### src/rtl/dmem_pkg.sv
// Shared types and helpers for the data-memory load/store bridge.
package dmem_pkg;

  typedef enum logic [1:0] {
    SZ_B = 2'b00,
    SZ_H = 2'b01,
    SZ_W = 2'b10,
    SZ_X = 2'b11
  } size_e;

  typedef enum logic [1:0] {
    IDLE   = 2'b00,
    SPLIT2 = 2'b01,
    RESP2  = 2'b10
  } state_e;

  // Byte-lane mask over two consecutive words: [3:0] first word, [7:4] second word.
  function automatic logic [7:0] be_gen(size_e size, logic [1:0] off);
    logic [7:0] mask;
    case (size)
      SZ_B:    mask = 8'h01;
      SZ_H:    mask = 8'h03;
      default: mask = 8'h0F;
    endcase
    return mask << off;
  endfunction

  function automatic logic [2:0] size_bytes(size_e size);
    case (size)
      SZ_B:    return 3'd1;
      SZ_H:    return 3'd2;
      default: return 3'd4;
    endcase
  endfunction

endpackage

### src/rtl/dmem_if.sv
// Core-side req/gnt/rvalid load/store bus.
interface dmem_if;
  logic        req;
  logic        gnt;
  logic [31:0] addr;
  logic        we;
  logic [1:0]  size;
  logic        sign_ext;
  logic [31:0] wdata;
  logic        rvalid;
  logic [31:0] rdata;
  logic        err;

  modport master (
    output req, addr, we, size, sign_ext, wdata,
    input  gnt, rvalid, rdata, err
  );

  modport slave (
    input  req, addr, we, size, sign_ext, wdata,
    output gnt, rvalid, rdata, err
  );
endinterface

### src/rtl/dmem_align.sv
// Load-data alignment: picks the addressed bytes out of up to two RAM words and extends them.
module dmem_align
  import dmem_pkg::*;
(
  input  logic [63:0] data,
  input  logic [1:0]  off,
  input  size_e       size,
  input  logic        sign_ext,
  output logic [31:0] result
);

  logic [31:0] lanes;

  always_comb begin
    lanes = 32'(data >> {off, 3'b000});
    case (size)
      SZ_B:    result = {{24{sign_ext & lanes[7]}}, lanes[7:0]};
      SZ_H:    result = {{16{sign_ext & lanes[15]}}, lanes[15:0]};
      default: result = lanes;
    endcase
  end

endmodule

### src/rtl/dmem_lsu_bridge.sv
// Core-side front end of the single-port data RAM: range check, lane steering, and splitting of
// word-crossing accesses into two RAM cycles.
module dmem_lsu_bridge
  import dmem_pkg::*;
#(
  parameter int unsigned ADDR_WIDTH = 8,
  parameter int unsigned DATA_WIDTH = 32,
  parameter int unsigned NUM_WORDS  = 256
) (
  input  logic                  clk,
  input  logic                  rstn_i,
  dmem_if.slave                 bus,
  output logic                  ram_en_o,
  output logic                  ram_we_o,
  output logic [ADDR_WIDTH-1:0] ram_addr_o,
  output logic [3:0]            ram_be_o,
  output logic [31:0]           ram_wdata_o,
  input  logic [31:0]           ram_rdata_i
);

  if (DATA_WIDTH != 32) begin : g_width_check
    $error("dmem_lsu_bridge supports DATA_WIDTH == 32 only");
  end

  state_e                state_q, state_d;
  size_e                 req_size, size_q;
  logic [1:0]            req_off;
  logic [3:0]            req_be, split_be;
  logic [32:0]           end_addr;
  logic                  req_err, req_split, accept;
  logic [ADDR_WIDTH-1:0] addr_q;
  logic [ADDR_WIDTH-3:0] next_word;
  logic                  we_q, sext_q, err_q, rvalid_q;
  logic [31:0]           wdata_q, hold_q, align_out;
  logic [63:0]           align_in;

  assign req_size  = size_e'(bus.size);
  assign req_off   = bus.addr[1:0];
  assign req_be    = 4'(be_gen(req_size, req_off));
  assign split_be  = 4'(be_gen(size_q, addr_q[1:0]) >> 4);
  assign next_word = addr_q[ADDR_WIDTH-1:2] + (ADDR_WIDTH-2)'(1);

  // 33-bit end address so addresses near 2^32 cannot wrap into the legal range.
  assign end_addr  = {1'b0, bus.addr} + 33'(size_bytes(req_size)) - 33'd1;
  assign req_err   = (req_size == SZ_X) || (end_addr >= 33'(NUM_WORDS));
  assign req_split = ((req_size == SZ_H) && (req_off == 2'd3)) ||
                     ((req_size == SZ_W) && (req_off != 2'd0));

  always_comb begin
    state_d     = state_q;
    bus.gnt     = 1'b0;
    accept      = 1'b0;
    ram_en_o    = 1'b0;
    ram_we_o    = 1'b0;
    ram_addr_o  = '0;
    ram_be_o    = '0;
    ram_wdata_o = '0;
    case (state_q)
      SPLIT2: begin
        ram_en_o   = 1'b1;
        ram_we_o   = we_q;
        ram_addr_o = {next_word, 2'b00};
        ram_be_o   = split_be;
        // Second portion carries the upper data bytes; shift is (4-off)*8 modulo 32.
        if (we_q) ram_wdata_o = wdata_q >> (5'd0 - {addr_q[1:0], 3'b000});
        state_d    = RESP2;
      end
      default: begin
        bus.gnt = bus.req;
        accept  = bus.req;
        state_d = IDLE;
        if (bus.req && !req_err) begin
          ram_en_o   = 1'b1;
          ram_we_o   = bus.we;
          ram_addr_o = {bus.addr[ADDR_WIDTH-1:2], 2'b00};
          ram_be_o   = req_be;
          if (bus.we) ram_wdata_o = bus.wdata << {req_off, 3'b000};
          if (req_split) state_d = SPLIT2;
        end
      end
    endcase
  end

  always_ff @(posedge clk or negedge rstn_i) begin
    if (!rstn_i) begin
      state_q  <= IDLE;
      rvalid_q <= 1'b0;
      addr_q   <= '0;
      we_q     <= 1'b0;
      size_q   <= SZ_B;
      sext_q   <= 1'b0;
      wdata_q  <= '0;
      err_q    <= 1'b0;
      hold_q   <= '0;
    end else begin
      state_q  <= state_d;
      rvalid_q <= (accept && (req_err || !req_split)) || (state_q == SPLIT2);
      if (accept) begin
        addr_q  <= bus.addr[ADDR_WIDTH-1:0];
        we_q    <= bus.we;
        size_q  <= req_size;
        sext_q  <= bus.sign_ext;
        wdata_q <= bus.wdata;
        err_q   <= req_err;
      end
      if (state_q == SPLIT2) hold_q <= ram_rdata_i;
    end
  end

  assign align_in = (state_q == RESP2) ? {ram_rdata_i, hold_q} : {32'h0, ram_rdata_i};

  dmem_align u_align (
    .data     (align_in),
    .off      (addr_q[1:0]),
    .size     (size_q),
    .sign_ext (sext_q),
    .result   (align_out)
  );

  assign bus.rvalid = rvalid_q;
  assign bus.err    = rvalid_q & err_q;
  assign bus.rdata  = (rvalid_q && !err_q && !we_q) ? align_out : 32'h0;

endmodule

### src/flat_wrapper.sv
// flat-port wrapper written by rule: the top's interface ports become plain ports
module dmem_lsu_bridge_flat import dmem_pkg::*;
#(
  parameter int unsigned ADDR_WIDTH = 8,
  parameter int unsigned DATA_WIDTH = 32,
  parameter int unsigned NUM_WORDS  = 256
)
  (clk, rstn_i, ram_en_o, ram_we_o, ram_addr_o, ram_be_o, ram_wdata_o, ram_rdata_i, bus_req, bus_addr, bus_we, bus_size, bus_sign_ext, bus_wdata, bus_gnt, bus_rvalid, bus_rdata, bus_err);
  dmem_if bus_i ();
  input  logic clk;
  input  logic rstn_i;
  output logic ram_en_o;
  output logic ram_we_o;
  output logic [ADDR_WIDTH-1:0] ram_addr_o;
  output logic [3:0] ram_be_o;
  output logic [31:0] ram_wdata_o;
  input  logic [31:0] ram_rdata_i;
  input wire logic [$bits(bus_i.req)-1:0] bus_req;
  input wire logic [$bits(bus_i.addr)-1:0] bus_addr;
  input wire logic [$bits(bus_i.we)-1:0] bus_we;
  input wire logic [$bits(bus_i.size)-1:0] bus_size;
  input wire logic [$bits(bus_i.sign_ext)-1:0] bus_sign_ext;
  input wire logic [$bits(bus_i.wdata)-1:0] bus_wdata;
  output wire logic [$bits(bus_i.gnt)-1:0] bus_gnt;
  output wire logic [$bits(bus_i.rvalid)-1:0] bus_rvalid;
  output wire logic [$bits(bus_i.rdata)-1:0] bus_rdata;
  output wire logic [$bits(bus_i.err)-1:0] bus_err;
  assign bus_i.req = bus_req;
  assign bus_i.addr = bus_addr;
  assign bus_i.we = bus_we;
  assign bus_i.size = bus_size;
  assign bus_i.sign_ext = bus_sign_ext;
  assign bus_i.wdata = bus_wdata;
  assign bus_gnt = bus_i.gnt;
  assign bus_rvalid = bus_i.rvalid;
  assign bus_rdata = bus_i.rdata;
  assign bus_err = bus_i.err;
  dmem_lsu_bridge #(.ADDR_WIDTH(ADDR_WIDTH), .DATA_WIDTH(DATA_WIDTH), .NUM_WORDS(NUM_WORDS)) u_core (.clk(clk), .rstn_i(rstn_i), .bus(bus_i), .ram_en_o(ram_en_o), .ram_we_o(ram_we_o), .ram_addr_o(ram_addr_o), .ram_be_o(ram_be_o), .ram_wdata_o(ram_wdata_o), .ram_rdata_i(ram_rdata_i));
endmodule
### config.mk
export PLATFORM = sky130hd
export DESIGN_NAME = dmem_lsu_bridge_flat
export DESIGN_NICKNAME = d
export VERILOG_FILES = /design/src/rtl/dmem_pkg.sv /design/src/rtl/dmem_if.sv /design/src/rtl/dmem_align.sv /design/src/rtl/dmem_lsu_bridge.sv /design/src/flat_wrapper.sv
export SDC_FILE = /design/constraint.sdc
export NUM_CORES = 1
export LEC_CHECK = 0
export CORE_MARGIN = 5
export CORE_UTILIZATION = 30
export DETAILED_ROUTE_END_ITERATION = 16
export HOLD_SLACK_MARGIN = 0.03
export SYNTH_ARGS = -nofsm -noshare
export SYNTH_HDL_FRONTEND = slang
export SYNTH_HIERARCHICAL = 1
export SYNTH_SLANG_ARGS = --single-unit
### constraint.sdc
create_clock -name clk -period 9.6 [get_ports clk]
set_input_delay 2.4 -clock clk [delete_from_list [all_inputs] [get_ports clk]]
set_output_delay 2.4 -clock clk [all_outputs]
set_load 0.01 [all_outputs]
# Word-level counts from Yosys, hierarchy flattened

Index checks and enable logic that the tools add are counted.

Bits in registers: 80
Input bits: 103
Output and inout bits: 81

Add/subtract/negate cells: 4
Order comparisons: 1
Equality and inequality tests: 7
Shifts and indexed selects: 5
Muxes and demuxes: 22
Bitwise gates (word level): 3
Reductions and logical operators: 17

Operators with widths:

| operator                                                                              | number |
|---|---|
| 32-bit two-way mux                                                                    | 5 |
| 64-bit two-way mux                                                                    | 1 |
| 32-bit case mux with 2 select lines                                                   | 1 |
| 64-bit by 5-bit right shift with 32-bit output                                        | 1 |
| 32-bit by 3-bit adder with 33-bit output                                              | 1 |
| 33-bit by 9-bit greater-or-equal comparator with 1-bit output (second input constant) | 1 |
| 33-bit by 1-bit subtractor with 33-bit output (second input constant)                 | 1 |
| 32-bit by 5-bit << shifter with 32-bit output                                         | 1 |
| 32-bit by 5-bit right shift with 32-bit output                                        | 1 |
| 8-bit two-way mux                                                                     | 2 |
| 4-bit case mux with 2 select lines                                                    | 2 |
| 2-bit equality test (second input constant)                                           | 4 |
| 4-bit two-way mux                                                                     | 2 |
| 4-bit by 2-bit << shifter with 8-bit output                                           | 1 |
| 6-bit by 1-bit adder with 6-bit output (second input constant)                        | 1 |
| 2-bit by 1-bit equality test with 1-bit output (second input constant)                | 3 |
| 1-bit logical AND                                                                     | 6 |
| 1-bit two-way mux                                                                     | 6 |
| 3-bit case mux with 2 select lines                                                    | 1 |
| 1-bit by 5-bit subtractor with 5-bit output (first input constant)                    | 1 |
| 1-bit logical NOT                                                                     | 4 |
| 2-bit logical NOT                                                                     | 2 |
| 1-bit logical OR                                                                      | 4 |
| 2-bit two-way mux                                                                     | 2 |
| 3 further kinds                                                                       | 5 |

# Depth between registers and ports, before layout

Gate-level depths: netlist of the first run.

Depth in word-level cells: 10
Depth in mapped cells: 18
Mapped depth without buffers: 16

# By module

Netlist of the first run, hierarchy kept.

By module, submodules not included:

| module          | times used | cells each | area each (µm²) | sequential area each (µm²) |
|---|---|---|---|---|
| dmem_lsu_bridge | 1          | 962        | 7719.9          | 2001.9 |
| dmem_align      | 1          | 100        | 1103.6          | 0.0 |

# Worst setup path before layout of the first run

No wires, ideal clock.

Path type: input to output
Start: input port bus_addr[0]
End: output port ram_wdata_o[22]
Arrival: 5892 ps
Path slack: 1308 ps
Stages on the path: 18
Path buffers: 3
Cells stage by stage: clkbuf_1 -> buf_1 -> inv_1 -> ha_1 -> inv_1 -> ha_1 -> inv_1 -> fa_1 -> nor2b_1 -> o31ai_2 -> a31o_2 -> o21ai_1 -> a21oi_1 -> or4_1 -> nand3_1 -> nand4_4 -> buf_2 -> o21ai_0

Cells in the longest elaborated chain, start to end: 8
Elaborated cells between the ends (all ways): 10
Those cells by class: 2 x add/sub; 1 x order compare; 1 x shift; 3 x mux; 3 x reduce/logical

RTL lines:

| element                                                       | RTL line              | text |
|---|---|---|
| start, declared                                               | flat_wrapper.sv:19    | `input wire logic [$bits(bus_i.addr)-1:0] bus_addr;` |
| 32-bit by 3-bit adder with 33-bit output                      | dmem_lsu_bridge.sv:44 | `assign end_addr = {1'b0, bus.addr} + 33'(size_bytes(req_size)) - 33'd1;` |
| 33-bit by 1-bit subtractor with 33-bit output                 | dmem_lsu_bridge.sv:44 |  |
| 33-bit by 9-bit greater-or-equal comparator with 1-bit output | dmem_lsu_bridge.sv:45 | `assign req_err = (req_size == SZ_X) \|\| (end_addr >= 33'(NUM_WORDS));` |
| 1-bit logical OR                                              | dmem_lsu_bridge.sv:45 |  |
| 1-bit logical NOT                                             | dmem_lsu_bridge.sv:72 | `if (bus.req && !req_err) begin` |
| 1-bit logical AND                                             | dmem_lsu_bridge.sv:72 |  |
| 32-bit two-way mux (*)                                        | dmem_lsu_bridge.sv:72 |  |
| 32-bit two-way mux (*)                                        | dmem_lsu_bridge.sv:58 | `case (state_q)` |
| end, declared                                                 | flat_wrapper.sv:16    | `output logic [31:0] ram_wdata_o;` |

Mark *: on every way between the ends. The rest lies on a longest branch, timed or not.

# Worst setup path in the final report of the first run

Start: input port bus_size[0]
End: output port ram_be_o[2]

Cells in the longest elaborated chain, start to end: 10
Elaborated cells between the ends (all ways): 14
Those cells by class: 2 x add/sub; 1 x order compare; 2 x eq/ne; 1 x shift; 4 x mux; 4 x reduce/logical

RTL lines:

| element                                                                                    | RTL line                       | text |
|---|---|---|
| start, declared                                                                            | flat_wrapper.sv:21             | `input wire logic [$bits(bus_i.size)-1:0] bus_size;` |
| 2-bit by 1-bit equality test with 1-bit output / 2-bit logical NOT (equally long branches) | dmem_pkg.sv:20, dmem_pkg.sv:29 |  |
| 3-bit case mux with 2 select lines                                                         | dmem_pkg.sv:29                 | `case (size)` |
| 32-bit by 3-bit adder with 33-bit output                                                   | dmem_lsu_bridge.sv:44          |  |
| 33-bit by 1-bit subtractor with 33-bit output                                              | dmem_lsu_bridge.sv:44          |  |
| 33-bit by 9-bit greater-or-equal comparator with 1-bit output                              | dmem_lsu_bridge.sv:45          |  |
| 1-bit logical OR                                                                           | dmem_lsu_bridge.sv:45          |  |
| 1-bit logical NOT                                                                          | dmem_lsu_bridge.sv:72          |  |
| 1-bit logical AND                                                                          | dmem_lsu_bridge.sv:72          |  |
| 4-bit two-way mux (*)                                                                      | dmem_lsu_bridge.sv:72          |  |
| 4-bit two-way mux (*)                                                                      | dmem_lsu_bridge.sv:58          |  |
| end, declared                                                                              | flat_wrapper.sv:15             | `output logic [3:0] ram_be_o;` |

Marked as above.

==> flow_summary.toml, run 1 <==
[status]
status = "finished clean"

[route]
routed_wl_mm = 28.64
num_vias = 8432
wl_per_cell_um = 18.10
postRouteAntennaNets = 0
drt_iter0_markers = 504
vias_per_cell = 5.330
drc = 0
drt_pre_antenna_iters = 6

[global_route]
grt.overflow.total = 0
grt_pass1_vias = 8515
grt_antenna_before_repair = 1
grt_use_total_pct = 17.09
grt_max_degree = 65
grt_pass1_wl_mm = 46.32

[floorplan]
start_util_pct = 30.48
core-area_um2 = 28780
ios = 184
fp.dieW_um = 181.0
rows = 62
fp.dieH_um = 181.0
die-area_um2 = 32760

[sta]
fin_crit_ns = 9.383
drv_slew = 0
hold_violations = 0
max_slew_margin_pct = 22.35
fmax_ghz = 0.1066
clock_skew_ns = 0.01055
final-setup-viol-count = 0
worstMarginPinSlew_ns = 1.156
fin_crit_sh_pct = 97.74
worst_hold_slack_ns = 0.4678

[worst_setup_path]
reg2reg_to = "u_core/sext_q"
r2r_start = "u_core/state_q[1]"
critical_path.endpoint = "ram_be_o[2]"
crit_cells = 19
rr_worst_depth = 6
crit_required_ns = 7.20
critPathLaunch = "bus_size[0]"
critPathArrivalTime_ns = 6.98
crit_fanout = 10
cp_num_buf_inv = 6
cp-end-kind = "output pin"
path_class = "in -> out"
critPathTopFamily = "buffers and inverters"
worstPathCellList = "clkdlybuf4s50_1, or2_2, ha_1, inv_1, ha_1, inv_1, fa_1, nor2b_1, o31ai_2, a211oi_2, buf_4, o311ai_0, o211ai_1, o221ai_1, a221oi_4, nand4_1, buf_4, o22ai_1, clkdlybuf4s50_1"
cp-start-kind = "input port"
critPathSlowestCell = "clkdlybuf4s50_1"
worst_path_largest_cell_delay_ns = 0.61
regToRegSetupSlack_ns = 7.71

[layout]
layout_common_cells = "nand2_1, clkdlybuf4s50_1, mux2_2, dfrtp_1, o21ai_0"
multi_input_area_um2 = 6262
final_common_cell = "nand2_1"
nFillCells = 2891
drive_gt1_share_pct = 16.12
seqCellArea_um2 = 2007
fin_cells = 1582
nNetsFinal = 1331
stdcell_area_um2 = 11180
area_delta_synth_final_pct = 27.41

[flow_run]
maxCapViolations = 0

[clock_tree]
cts.path.max_buffers = 2
cts_made_buffers = 9
clockRootBuffer = "clkbuf_16"
cts_tree = "built"
holdBufCountCts = 0
clk_latency_ns = 0.34
clk_pin_slew_ns = 0.06
clkSinkCount = 80
h-tree-depth = 3

[place]
place_inst = 1564
port_buffers = 181
hpwl_mm = 21.80
gp_congestion = 0.8931
placed_area_um2 = 10870

[pwr]
leakage_nw = 4.506
ir_drop_mv = 0.07922
totalPowerFinal_w = 0.001107
p_per_area_nw_per_um2 = 99.02

[synthesis]
yosysWarnings = 6
synthCells = 1054
synth_area_um2 = 8773
avgSynthCellArea_um2 = 8.324

[min_path]
hp-class = "reg -> reg"
==> metrics by stage <==
step                      setup slack (ns)  utilization (%)  setup TNS [ns]
final                               0.2165            38.84               0
after global routing             -0.009050            38.84       -0.009050
after CTS                          0.05627            38.73               0
after detailed placement            0.1199            37.76               0
after global placement              0.2155            37.76               0
after floorplan                      1.308                -               0
==> sequential cells by signal, indices dropped and copies added, names as in the netlist <==
| register | count |
|---|---|
| u_core/sext_q | 1 |
| u_core/we_q | 1 |
| u_core/addr_q | 8 |
| u_core/bus.rvalid | 1 |
| u_core/hold_q | 32 |
| u_core/size_q | 2 |
| u_core/wdata_q | 32 |
| u_core/state_q | 2 |
| u_core/err_q | 1 |
==> routing by layer <==
metal	track usage, %	vias up	share of wire, %
met5	0	-	0
met4	4.833	0	2.3
met3	2.996	41	4.9
met2	29.05	250	48
met1	22.40	4083	44
li1	-	4058	-
==> worst register-to-register path, delay by kind of cell, from the launching register on <==
kind	cells	cell delay, ns
multiplexers	1	0.29
AND/OR/NAND/NOR	2	0.30
buffers and inverters	3	0.81
flip-flops	1	0.38
==> area by class of cell <==
cell class	count	share of cell area, %
antenna	1	0.02239
multi-input combinational	848	56.02
inverter	53	1.780
clock buffer	9	2.015
tap	384	4.298
clock inverter	7	0.4701
sequential	80	17.95
timing repair buffer	200	17.44
==> worst min-delay path by stage <==
stage | from | endpoint | slack, ns | cells after the start
after global placement | u_core/hold_q[20] | u_core/hold_q[20] | 0.45 | 2
after floorplan | u_core/hold_q[0] | u_core/hold_q[0] | 0.44 | 2
final | u_core/hold_q[4] | u_core/hold_q[4] | 0.47 | 2
after detailed placement | u_core/hold_q[4] | u_core/hold_q[4] | 0.46 | 2
after global routing | u_core/hold_q[2] | u_core/hold_q[2] | 0.50 | 2
after CTS | u_core/hold_q[4] | u_core/hold_q[4] | 0.47 | 2
==> timing repair <==
item / CTS / global route
resized for setup: 0 / 6
setup buffers: 0 / 1
setup endpoints to repair: 0 / 43
==> power breakdown <==
group          switching [W]  internal [W]  total, W
Clock               0.000151      0.000178  0.000329
Sequential         0.0000326      0.000355  0.000388
Combinational       0.000199      0.000191  0.000389
Total               0.000383      0.000724   0.00111
Power figures use the tool's default switching activity.
==> run 2, diff against run 1 <==
--- a/config.mk
+++ b/config.mk
@@ -8,7 +8,9 @@
 export CORE_MARGIN = 5
 export CORE_UTILIZATION = 30
 export DETAILED_ROUTE_END_ITERATION = 16
-export HOLD_SLACK_MARGIN = 0.03
+export HOLD_SLACK_MARGIN = 0.12
+export MAX_ROUTING_LAYER = met4
+export PLACE_DENSITY = 0.56
 export SYNTH_ARGS = -nofsm -noshare
 export SYNTH_HDL_FRONTEND = slang
 export SYNTH_HIERARCHICAL = 1
==> run 2 against run 1 <==
Via count decreased by 0.98%. Sequential cell count unchanged. Register-to-register slack got worse by 0.39 ns. Sequential share of layout area decreased by 0.17 points. Largest cell class unchanged.
==> flow_summary.toml, run 2 (same netlist as run 1, synthesis figures left out) <==
[global_route]
grt_pass1_vias = 8270
grt.overflow.total = 0
busiest_layer = "met2"
grt_antenna_before_repair = 1
grt_pass1_wl_mm = 46.16
grt_max_degree = 65
grt_use_total_pct = 17.69
grt_util_met2_pct = 29.04
met3_usage_pct = 2.192
grt_use_met1_pct = 23.38

[status]
status = "finished clean"

[worst_setup_path]
cp-end-kind = "output pin"
crit_required_ns = 7.20
path_class = "in -> out"
critPathArrivalTime_ns = 6.98
cp-start-kind = "input port"
crit_fanout = 33

[clock_tree]
cts_made_buffers = 9
cts.path.max_buffers = 2
holdBufCountCts = 0
clk_pin_slew_ns = 0.06
h-tree-depth = 3
clockRootBuffer = "clkbuf_16"
clkSinkCount = 80
cts_tree = "built"
clk_latency_ns = 0.35

[layout]
top_regs = "u_core/hold_q (32), u_core/wdata_q (32), u_core/addr_q (8)"
layout_common_cells = "nand2_1, clkdlybuf4s50_1, mux2_2, dfrtp_1, o21ai_0"
seqCellArea_um2 = 2007
multi_input_area_um2 = 6325
final_util_pct = 39.20
nFillCells = 2945
drive_gt1_share_pct = 16.30
nNetsFinal = 1330
final_common_cell = "nand2_1"
area_delta_synth_final_pct = 28.59
fin_cells = 1581

[pwr]
ir_drop_mv = 0.08079
leakage_nw = 4.563
p_per_area_nw_per_um2 = 101.7

[sta]
fin_ws_ns = 0.2210
clock_skew_ns = 0.008724
final-setup-viol-count = 0
max_slew_margin_pct = 5.853
drv_slew = 0
worstMarginPinSlew_ns = 1.401
fin_crit_sh_pct = 97.70
hold_violations = 0
fmax_ghz = 0.1066
fin_crit_ns = 9.379

[place]
place_inst = 1564
hpwl_mm = 21.99
pre_cts_slack_ns = 0.07653
port_buffers = 181
gp_congestion = 0.8609

[floorplan]
core-area_um2 = 28780
rows = 62
start_util_pct = 30.48
fp.dieW_um = 181.0
ios = 184
fp.dieH_um = 181.0
die-area_um2 = 32760

[route]
drc = 0
vias_per_cell = 5.281
drt_iter0_markers = 497
wl_per_cell_um = 18.35
routed_wl_mm = 29.02
num_vias = 8349
postRouteAntennaNets = 0
drt_pre_antenna_iters = 4

[flow_run]
maxCapViolations = 0

[min_path]
hp-class = "reg -> reg"
==> run 2: cell count changes in the layout (fill, tap and decap cells not counted), moves of 2 or more <==
| cell | delta |
|---|---|
| buf_4 | -2 |
| clkinv_2 | -2 |
| nor4b_2 | -2 |
| o21ai_0 | -2 |
| o21ai_1 | +2 |
==> run 2: final cells by class <==
type                       count  area share (%)
multi-input combinational    848           56.06
sequential                    80           17.79
clock inverter                 6          0.6432
inverter                      53           1.763
antenna                        1         0.02218
clock buffer                  10           2.118
tap                          384           4.259
timing repair buffer         199           17.34
==> run 2: metrics by stage <==
step	hold WS [ns]	total power, W	area (um2)	TNS [ns]
2_1_floorplan	0.4401	0.0006518	8777	0
3_5_place_dp	0.4563	0.0007794	10880	0
4_1_cts	0.4739	0.001157	11190	0
6_report	0.4698	0.001148	11280	0
3_3_place_gp	0.4518	0.0007764	10880	0
5_1_grt	0.4880	0.001220	11280	-0.03000
==> run 2: power breakdown <==
group	internal [W]	switching, W
registers	0.000355	0.0000312
clock network	0.000213	0.000155
logic	0.000192	0.000201
total	0.000760	0.000388
==> run 2: path summary, 6_finish.rpt <==
path | from | endpoint | slack (ns) | depth (start not counted)
setup reg to reg | u_core/state_q[0] | u_core/sext_q | 7.32 | 6
setup / recovery | bus_size[1] | ram_wdata_o[10] | 0.22 | 20
min in group asynchronous | rstn_i | u_core/hold_q[16] | 1.95 | 1
hold reg to reg | u_core/hold_q[28] | u_core/hold_q[28] | 0.47 | 2
hold / removal | u_core/hold_q[28] | u_core/hold_q[28] | 0.47 | 2
max in group asynchronous | rstn_i | u_core/addr_q[0] | 6.46 | 2
==> run 2: what timing repair did <==
action                     4_1_cts  5_1_grt
setup buffers                    0        0
setup endpoints to repair        0       39
resized for setup                0       17
==> run 2: critical path, stage by stage <==
cell and delay [ns]:
clkdlybuf4s50_1 0.50, inv_1 0.16, nand2_1 0.09, ha_1 0.28, inv_1 0.06, ha_1 0.20
inv_1 0.07, fa_1 0.38, nor2b_2 0.16, o31ai_4 0.09, a31o_2 0.29, o211a_1 0.21
o211ai_1 0.26, nand4_1 0.18, nor4b_4 0.30, buf_4 0.17, nand4_4 0.10, buf_12 0.19
o31ai_1 0.28, clkdlybuf4s50_1 0.59
==> run 2: layer usage <==
metal	share of wire [%]	vias to the layer above
met5	0	-
met4	1.8	0
met2	49	210
li1	-	4063
met1	45	4045
met3	4.2	31
